`config.mk`:
```
export PLATFORM = sky130hd
export DESIGN_NAME = ntt_coeff_unloader
export DESIGN_NICKNAME = d
export VERILOG_FILES = /design/src/rtl/ntt_coeff_unloader.sv
export SDC_FILE = /design/constraint.sdc
export NUM_CORES = 1
export LEC_CHECK = 0
export ABC_AREA = 0
export CAP_MARGIN = 20
export CORE_MARGIN = 1.5
export CORE_UTILIZATION = 49
export CTS_CLUSTER_DIAMETER = 150
export DETAILED_ROUTE_END_ITERATION = 6
export PLACE_DENSITY = 0.84
export SYNTH_ARGS = -nofsm -noshare
export SYNTH_HDL_FRONTEND = slang
export SYNTH_SLANG_ARGS = --single-unit
```
`constraint.sdc`:
```
create_clock -name clk -period 3.5 [get_ports clk]
set_input_delay 0.7 -clock clk [delete_from_list [all_inputs] [get_ports clk]]
set_output_delay 0.7 -clock clk [all_outputs]
set_load 0.05 [all_outputs]
```
`src/rtl/ntt_coeff_unloader.sv`:
```
// ntt_coeff_unloader
//   Drains a finished polynomial from the dual-read coefficient register file
//   and streams it out one coefficient per beat. Each fetch reads an
//   even/odd pair through the file's two combinational read ports, so the
//   stream runs at one coefficient per cycle with no bubbles.
//   Optional bit-reversed address mapping undoes bit-reversed storage order.
//   A sticky flag reports any emitted coefficient that is not reduced mod Q.
//
// Ports
//   clk, rst             clock, synchronous active-high reset
//   start                one-cycle unload request, honoured only when idle
//   busy, done           unload in progress / one-cycle pulse on final beat
//   range_err            sticky: some coefficient was >= Q; cleared by start
//   rd_addr_a/b          read addresses for even/odd output index
//   rd_data_a/b          combinational read data
//   m_data/m_valid/m_ready/m_last   output stream
module ntt_coeff_unloader #(
    parameter int N      = 256,
    parameter int AW     = 8,
    parameter int DW     = 12,
    parameter int Q      = 3329,
    parameter int BITREV = 0
) (
    input  logic          clk,
    input  logic          rst,
    input  logic          start,
    output logic          busy,
    output logic          done,
    output logic          range_err,
    output logic [AW-1:0] rd_addr_a,
    output logic [AW-1:0] rd_addr_b,
    input  logic [DW-1:0] rd_data_a,
    input  logic [DW-1:0] rd_data_b,
    output logic [DW-1:0] m_data,
    output logic          m_valid,
    input  logic          m_ready,
    output logic          m_last
);

    typedef enum logic {S_IDLE, S_RUN} state_t;

    localparam logic [AW-1:0] P_LAST = AW'(N / 2);

    state_t          state_q, state_d;
    logic [AW-1:0]   p_q, p_d;        // index of the next pair to fetch
    logic            half_q, half_d;  // 0: lo beat on the bus, 1: hi beat
    logic [DW-1:0]   lo_q, lo_d;
    logic [DW-1:0]   hi_q, hi_d;
    logic            valid_q, valid_d;
    logic            done_q, done_d;
    logic            rerr_q, rerr_d;

    logic            xfer;
    logic            cap_err;
    logic [AW-1:0]   idx_a, idx_b;

    function automatic logic [AW-1:0] map_addr(input logic [AW-1:0] x);
        logic [AW-1:0] r;
        r = x;
        if (BITREV != 0) begin
            for (int k = 0; k < AW; k++) r[k] = x[AW-1-k];
        end
        return r;
    endfunction

    // Pair p holds output indices 2p and 2p+1. Once the last pair is loaded
    // p sits at N/2 and the addresses wrap; the read data is then unused.
    assign idx_a     = {p_q[AW-2:0], 1'b0};
    assign idx_b     = {p_q[AW-2:0], 1'b1};
    assign rd_addr_a = map_addr(idx_a);
    assign rd_addr_b = map_addr(idx_b);

    // Out-of-range check on the pair currently presented by the read ports;
    // it only matters on the cycles that pair is captured.
    assign cap_err = ({{(32-DW){1'b0}}, rd_data_a} >= 32'(Q)) ||
                     ({{(32-DW){1'b0}}, rd_data_b} >= 32'(Q));

    assign xfer      = valid_q && m_ready;
    assign busy      = (state_q == S_RUN);
    assign done      = done_q;
    assign range_err = rerr_q;
    assign m_valid   = valid_q;
    assign m_data    = half_q ? hi_q : lo_q;
    assign m_last    = valid_q && half_q && (p_q == P_LAST);

    always_comb begin
        state_d = state_q;
        p_d     = p_q;
        half_d  = half_q;
        lo_d    = lo_q;
        hi_d    = hi_q;
        valid_d = valid_q;
        done_d  = 1'b0;
        rerr_d  = rerr_q;
        case (state_q)
            S_IDLE: begin
                if (start) begin
                    state_d = S_RUN;
                    lo_d    = rd_data_a;
                    hi_d    = rd_data_b;
                    p_d     = AW'(1);
                    half_d  = 1'b0;
                    valid_d = 1'b1;
                    rerr_d  = cap_err;  // fresh unload: old flag discarded
                end
            end
            S_RUN: begin
                if (xfer) begin
                    if (!half_q) begin
                        half_d = 1'b1;
                    end else if (p_q != P_LAST) begin
                        // Refill on the hi beat so the next lo is ready at once.
                        lo_d   = rd_data_a;
                        hi_d   = rd_data_b;
                        p_d    = p_q + 1'b1;
                        half_d = 1'b0;
                        rerr_d = rerr_q | cap_err;
                    end else begin
                        state_d = S_IDLE;
                        valid_d = 1'b0;
                        done_d  = 1'b1;
                        p_d     = '0;
                        half_d  = 1'b0;
                    end
                end
            end
            default: state_d = S_IDLE;
        endcase
    end

    always_ff @(posedge clk) begin
        if (rst) begin
            state_q <= S_IDLE;
            p_q     <= '0;
            half_q  <= 1'b0;
            lo_q    <= '0;
            hi_q    <= '0;
            valid_q <= 1'b0;
            done_q  <= 1'b0;
            rerr_q  <= 1'b0;
        end else begin
            state_q <= state_d;
            p_q     <= p_d;
            half_q  <= half_d;
            lo_q    <= lo_d;
            hi_q    <= hi_d;
            valid_q <= valid_d;
            done_q  <= done_d;
            rerr_q  <= rerr_d;
        end
    end

endmodule

```
==> results of run 1 <==
==> state kept, by name (all words and copies together), names as in the netlist <==
| name | flops |
|---|---|
| done | 1 |
| m_valid | 1 |
| range_err | 1 |
| busy | 1 |
| lo_q | 12 |
| half_q | 1 |
| p_q | 8 |
| hi_q | 12 |
==> where the power goes <==
| group | total, uW | switching [uW] | internal, uW |
|---|---|---|---|
| sequential | 458 | 16.2 | 442 |
| clock | 297 | 141 | 156 |
| combinational | 199 | 111 | 88.1 |
==> path summary, 6_finish.rpt <==
path                             endpoint  slack [ns]  cells after the start
worst max-delay path               m_last        0.34                      6
worst min register to register  range_err        0.46                      2
worst max register to register    lo_q[4]        1.25                      6
worst min-delay path            range_err        0.46                      2
==> cells by family (layout without fill, tap and decap cells) <==
family / Yosys count / in the layout / share of synthesized area, %
multiplexers: 36 / 36 / 20.1
buffers and inverters: 28 / 71 / 10.5
XOR/XNOR: 6 / 6 / 2.81
other: 2 / 2 / 0.401
flip-flops: 37 / 37 / 39.6
AO/OA/AOI/OAI: 21 / 21 / 8.42
adder cells (fa/ha/maj): 2 / 2 / 1.34
AND/OR/NAND/NOR: 62 / 62 / 16.9
==> cells in the mapped netlist, types with 2 or more instances <==
library cell,count,area share (%)
conb_1,2,0.40
ha_1,2,1.3
and3_1,2,0.67
a21oi_1,10,2.7
xnor2_1,6,2.8
mux2i_1,24,13
nor4_1,4,1.3
clkbuf_1,4,0.80
buf_8,2,1.6
and2_1,2,0.67
dfxtp_1,37,40
nand3_1,10,2.7
buf_4,18,7.2
inv_1,3,0.60
mux2_2,12,7.2
nand2_1,5,1.0
nor2_1,34,6.8
a211oi_1,3,1.2
==> per-layer routing <==
metal | vias up | GRT usage (%) | routed length (um)
li1 | 741 | - | -
met1 | 684 | 24.6 | 1660
met2 | 62 | 32.0 | 1930
met3 | 0 | 6.42 | 245
met4 | 0 | 4.79 | 0
met5 | - | 0 | 0
==> layout make-up <==
class	instances	area share (%)
Clock buffer	7	3.54
Inverter	3	0.462
Tap cell	48	2.47
Sequential cell	37	30.4
Multi-Input combinational cell	129	38.4
Timing Repair Buffer	61	24.8
==> worst max-delay path, stage by stage (launching register included) <==
cell and delay [ns]:
dfxtp_1 0.37, inv_1 0.12, ha_1 0.16, nor4b_4 0.32, and2_1 0.22, and3_1 0.18, clkdlybuf4s50_1 0.80
==> stage by stage <==
stage               hold WS (ns)  cell area, um2  power, uW  std cells
finish                     0.462            2440        954        285
global route               0.498            2440        999        285
CTS                        0.467            2440        964        285
detailed placement         0.462            2350        667        278
global placement           0.441            2350        664        278
floorplan                  0.454            1870        600        194
==> qor.yml, run 1 <==
tightest_slew_ns: 0.655
start_kind: "register"
gp_congestion: 0.873
synth.avg_cell_area_um2: 9.65
die_h_um: 64.8
final_common_cell: "clkdlybuf4s50_1"
grt_max_degree: 33
cp_max_fo: 8
cts_tree: "yes"
synth_edf_count: 0
rsz0062_at_grt: "false"
grt_usage_pct: 19.5
ctsRootBufferMaster: "clkbuf_8"
io_buffers: 58
cts_buffers: 5
core_area_um2: 3660
ys_ff_latch: 37
layout_min_cycle_time_ns: 3.16
max_cap_viol_count: 0
cts_buffer_depth: 2
hold_viol_final: 0
r2r-start: "half_q"
worstHoldPathType: "register to register"
antenna_found_initial: 0
fmax_mhz: 316
initial_core_util_pct: 51.1
setup_viol: 0
ys_dominant_reg_cell: "dfxtp_1"
netlist_instances: 194
drv_slew: 0
grt_first_pass_wirelength_um: 6270
syn_nets: 224
place_ws_ns: 0.658
path_clk_slew_ns: 0.07
io_pins: 61
synth_seq_area_share_pct: 39.6
post_cts_resized: 0
fin_crit_sh_pct: 90.3
fin_util_pct: 66.5
power_density_nw_per_um2: 392
arrival_ns: 2.46
worstSetupPathType: "register to output pin"
layout.nets: 267
clock_skew_ns: 0.00614
netlist_area_um2: 1870
wire_per_inst_um: 13.4
fp-row-count: 22
fin_ws_ns: 0.338
ys_warn_count: 0
crit_start: "p_q[0]"
power.leakage_uw: 0.000933
cp_data_required_time_ns: 2.80
num_vias: 1487
drive_above_1_share_pct: 11.0
die_area_um2: 4200
final_cell_mix: "clkdlybuf4s50_1, dfxtp_1, nor2_1"
antenna_left: 0
finalWirelength_um: 3830
relSlewSlack_pct: 56.3
die_w_um: 64.8
drc: 0
fillers: 297
dr.pass1.iters: 4
clkSinkCount: 37
min_from: "range_err"
drt-vias-per-instance: 5.22
synthToLayoutAreaGrowth_pct: 30.1
outcome: "finished clean"
max-vdd-ir-drop_mv: 0.270
fin_tns_setup_ns: 0
initialDrtViolationCount: 68
yosysUniqueCellTypes: 32
multi_input_area_um2: 935
async_reset_ff_share_pct: 0
layout.area.seq_um2: 741
cts_setup_buffers: 0
grt_pass1_vias: 1389
insertion_delay_ns: 0.29
diodes: 0
grt-ovfl-total: 0
cp-end-kind: "output pin"
hpwl_um: 2870
ctsHoldBuffers: 0
htree_levels: 2
(Power assumes the default switching activity.)
==> run 2, diff against run 1 <==
--- a/config.mk
+++ b/config.mk
@@ -9,6 +9,7 @@
 export CAP_MARGIN = 20
 export CORE_MARGIN = 1.5
 export CORE_UTILIZATION = 49
+export CTS_BUF_LIST = sky130_fd_sc_hd__clkbuf_16
 export CTS_CLUSTER_DIAMETER = 150
 export DETAILED_ROUTE_END_ITERATION = 6
 export PLACE_DENSITY = 0.84
==> qor.yml, run 2 (synthesized netlist as in run 1, its figures left out) <==
outcome: "finished clean"
gp_congestion: 0.873
die_w_um: 64.8
final_cell_mix: "clkdlybuf4s50_1, dfxtp_1, nor2_1"
diodes: 0
tightest_slew_ns: 0.657
grt_pass1_vias: 1397
insertion_delay_ns: 0.28
grt_max_degree: 33
cp-end-kind: "output pin"
htree_levels: 2
cp_data_required_time_ns: 2.80
initialDrtViolationCount: 82
place_ws_ns: 0.658
antenna_left: 0
cts_buffers: 5
cp_max_fo: 8
power_density_nw_per_um2: 432
ctsHoldBuffers: 0
drv_slew: 0
fp-row-count: 22
rsz0062_at_grt: "false"
max-vdd-ir-drop_mv: 0.266
core_area_um2: 3660
final_common_cell: "clkdlybuf4s50_1"
grt-ovfl-total: 0
io_buffers: 58
grt_use_met1_pct: 24.2
grt.busiest_layer: "met2"
cts_tree: "yes"
power.leakage_uw: 0.000957
fin_ws_ns: 0.346
grt_usage_pct: 19.8
die_h_um: 64.8
synthToLayoutAreaGrowth_pct: 32.6
path_clk_slew_ns: 0.05
met3_usage_pct: 5.90
arrival_ns: 2.45
grt_first_pass_wirelength_um: 6380
clkSinkCount: 37
io_pins: 61
antenna_found_initial: 0
max_cap_viol_count: 0
post_cts_resized: 0
dr.pass1.iters: 4
num_vias: 1489
layout.nets: 267
ctsRootBufferMaster: "clkbuf_16"
drc: 0
wire_per_inst_um: 13.7
relSlewSlack_pct: 56.1
finalWirelength_um: 3900
fin_crit_sh_pct: 90.1
hpwl_um: 2870
setup_viol: 0
fin_tns_setup_ns: 0
clock_skew_ns: 0.00261
drive_above_1_share_pct: 10.5
initial_core_util_pct: 51.1
hold_viol_final: 0
fmax_mhz: 317
start_kind: "register"
top_regs: "hi_q x12, lo_q x12, p_q x8"
cts_setup_buffers: 0
layout_min_cycle_time_ns: 3.15
cts_buffer_depth: 2
met2_usage_pct: 32.9
worstHoldPathType: "register to register"
drt-vias-per-instance: 5.22
worstSetupPathType: "register to output pin"
die_area_um2: 4200
## run 2: cell count changes in the layout (fill, tap and decap cells not counted)
cell / previous run / this run
inv_1: 3 / 4
clkbuf_16: 0 / 5
clkbuf_8: 6 / 0
clkinv_1: 0 / 1
clkbuf_1: 1 / 0
## run 2: worst max-delay path: stages (launching register included)
cell and delay [ns]:
dfxtp_1 0.37, inv_1 0.12, ha_1 0.15, nor4b_4 0.32, and2_1 0.22, and3_1 0.18, clkdlybuf4s50_1 0.80
## run 2: final timing paths
kind | from | endpoint | slack (ns) | depth (start not counted)
max | p_q[0] | m_last | 0.35 | 6
min | range_err | range_err | 0.46 | 2
max reg2reg | half_q | lo_q[4] | 1.23 | 6
min reg2reg | range_err | range_err | 0.46 | 2
## run 2: cell type report
| cell class | count | area, um2 |
|---|---|---|
| Fill cell | 295 | 1180 |
| Multi-Input combinational cell | 129 | 935 |
| Sequential cell | 37 | 741 |
| Timing Repair Buffer | 61 | 603 |
| Clock buffer | 5 | 125 |
| Tap cell | 48 | 60.1 |
| Inverter | 3 | 11.3 |
| Clock inverter | 2 | 7.51 |
## run 2: layer usage
metal / up-vias / routed length [um]
li1: 733 / -
met1: 698 / 1730
met2: 49 / 1870
met3: 9 / 220
met4: 0 / 79
met5: - / 0
## run 2: report_power, final
part	internal, uW	leakage [uW]	switching, uW
Clock	254	0.0000685	159
Combinational	88.1	0.000586	111
Sequential	443	0.000303	16.2
## run 2: through the flow
stage	utilization [%]	instances	instance area [um2]	hold WS [ns]	total power, uW
2_1_floorplan	-	194	1870	0.454	600
3_3_place_gp	64.2	278	2350	0.441	664
3_5_place_dp	64.2	278	2350	0.462	667
5_1_grt	67.8	285	2480	0.495	1110
6_report	67.8	285	2480	0.459	1070
4_1_cts	67.8	285	2480	0.465	1080
==> run 3, diff against run 2 <==
--- a/config.mk
+++ b/config.mk
@@ -7,12 +7,14 @@
 export LEC_CHECK = 0
 export ABC_AREA = 0
 export CAP_MARGIN = 20
+export CORE_ASPECT_RATIO = 0.9
 export CORE_MARGIN = 1.5
 export CORE_UTILIZATION = 49
 export CTS_BUF_LIST = sky130_fd_sc_hd__clkbuf_16
 export CTS_CLUSTER_DIAMETER = 150
 export DETAILED_ROUTE_END_ITERATION = 6
 export PLACE_DENSITY = 0.84
+export SLEW_MARGIN = 20
 export SYNTH_ARGS = -nofsm -noshare
 export SYNTH_HDL_FRONTEND = slang
 export SYNTH_SLANG_ARGS = --single-unit
==> qor.yml, run 3 (synthesized netlist as in run 1, its figures left out) <==
cp_num_cells: 6
drv_slew: 0
io_buffers: 58
final_cell_mix: "clkdlybuf4s50_1, dfxtp_1, nor2_1"
max-vdd-ir-drop_mv: 0.268
htree_levels: 2
grt_use_met1_pct: 26.6
ctsRootBufferMaster: "clkbuf_16"
drive_above_1_share_pct: 10.9
met2_usage_pct: 36.2
cts_buffer_depth: 2
layout.nets: 267
io_pins: 61
rsz0062_at_grt: "false"
drc: 0
antenna_left: 0
arrival_ns: 2.44
fin_tns_setup_ns: 0
grt_pass1_vias: 1424
wire_per_inst_um: 14.5
ctsHoldBuffers: 0
path_clk_slew_ns: 0.05
setup_viol: 0
fmax_mhz: 318
cts_tree: "yes"
power_density_nw_per_um2: 460
hold_viol_final: 0
place_ws_ns: 0.686
cp-end-kind: "output pin"
die_w_um: 68.2
core_area_um2: 3680
clkSinkCount: 37
fp-row-count: 21
synthToLayoutAreaGrowth_pct: 34.1
finalWirelength_um: 4110
min_path_cells: 2
worst-path-buf-inv: 2
insertion_delay_ns: 0.28
cts_setup_buffers: 0
max_stage_delay_ns: 0.79
fin_ws_ns: 0.356
power.leakage_uw: 0.000971
post_cts_resized: 0
total_power_uw: 1160
hpwl_um: 2990
worstSetupPathType: "register to output pin"
grt-ovfl-total: 0
top_regs: "hi_q x12, lo_q x12, p_q x8"
cts_buffers: 5
initial_core_util_pct: 50.9
grt.busiest_layer: "met2"
outcome: "finished clean"
num_vias: 1485
drt-vias-per-instance: 5.23
max_cap_viol_count: 0
final_common_cell: "clkdlybuf4s50_1"
worstPathCellList: "inv_1, ha_1, nor4b_4, and2_1, and3_1, clkdlybuf4s50_1"
grt_first_pass_wirelength_um: 6650
tightest_slew_ns: 0.548
die_h_um: 61.6
grt_max_degree: 26
clock_skew_ns: 0.00447
cp_max_fo: 8
antenna_found_initial: 0
relSlewSlack_pct: 63.4
initialDrtViolationCount: 43
grt_usage_pct: 21.9
layout_min_cycle_time_ns: 3.14
start_kind: "register"
diodes: 0
worstHoldPathType: "register to register"
dr.pass1.iters: 4
rr_worst_depth: 6
critPathTopFamily: "buffers and inverters"
worst_path_max_delay_cell: "clkdlybuf4s50_1"
gp_congestion: 0.815
met3_usage_pct: 7.86
dpl_cell_area_um2: 2350
postLayoutCellArea_um2: 2510
fillers: 306
fin_crit_sh_pct: 89.8
cp_data_required_time_ns: 2.80
die_area_um2: 4200
## run 3: cell types whose count changed in the layout (fill, tap and decap cells not counted)
cell	previous run	this run
bufinv_16	0	1
## run 3: layout make-up
type                    instances  area [um2]  share of cell area (%)
inverters                       3        11.3                   0.449
well taps                      46        57.6                    2.29
flip-flops and latches         37         741                    29.5
multi-input cells             129         935                    37.2
clock buffers                   5         125                    4.99
clock inverters                 3        37.5                    1.50
repair buffers                 61         603                    24.0
## run 3: final timing paths
| kind | from | slack (ns) | to |
|---|---|---|---|
| worst max-delay path | p_q[0] | 0.36 | m_last |
| worst min-delay path | range_err | 0.46 | range_err |
| worst max register to register | half_q | 1.37 | lo_q[5] |
| worst min register to register | range_err | 0.46 | range_err |
## run 3: power by group
part	internal [uW]	switching [uW]
Sequential	442	16.6
Combinational	88.1	114
Clock	331	163
## run 3: layer usage
layer | vias up | part of all wire, % | wire (um)
met5 | - | 0 | 0
met4 | 0 | 1.4 | 56
met3 | 7 | 6.0 | 248
met2 | 49 | 50 | 2040
met1 | 691 | 43 | 1760
li1 | 738 | - | -
## run 3: metrics by stage
| stage | utilization [%] | hold WS, ns | std cells |
|---|---|---|---|
| floorplan | - | 0.454 | 194 |
| global placement | 63.8 | 0.440 | 276 |
| detailed placement | 63.8 | 0.455 | 276 |
| CTS | 68.2 | 0.466 | 284 |
| global route | 68.2 | 0.484 | 284 |
| finish | 68.2 | 0.465 | 284 |
## run 3: worst min-delay path, cell delays in order (launching register included)
cell and delay, ns:
dfxtp_1 0.31, nand2_1 0.06, a21oi_1 0.05
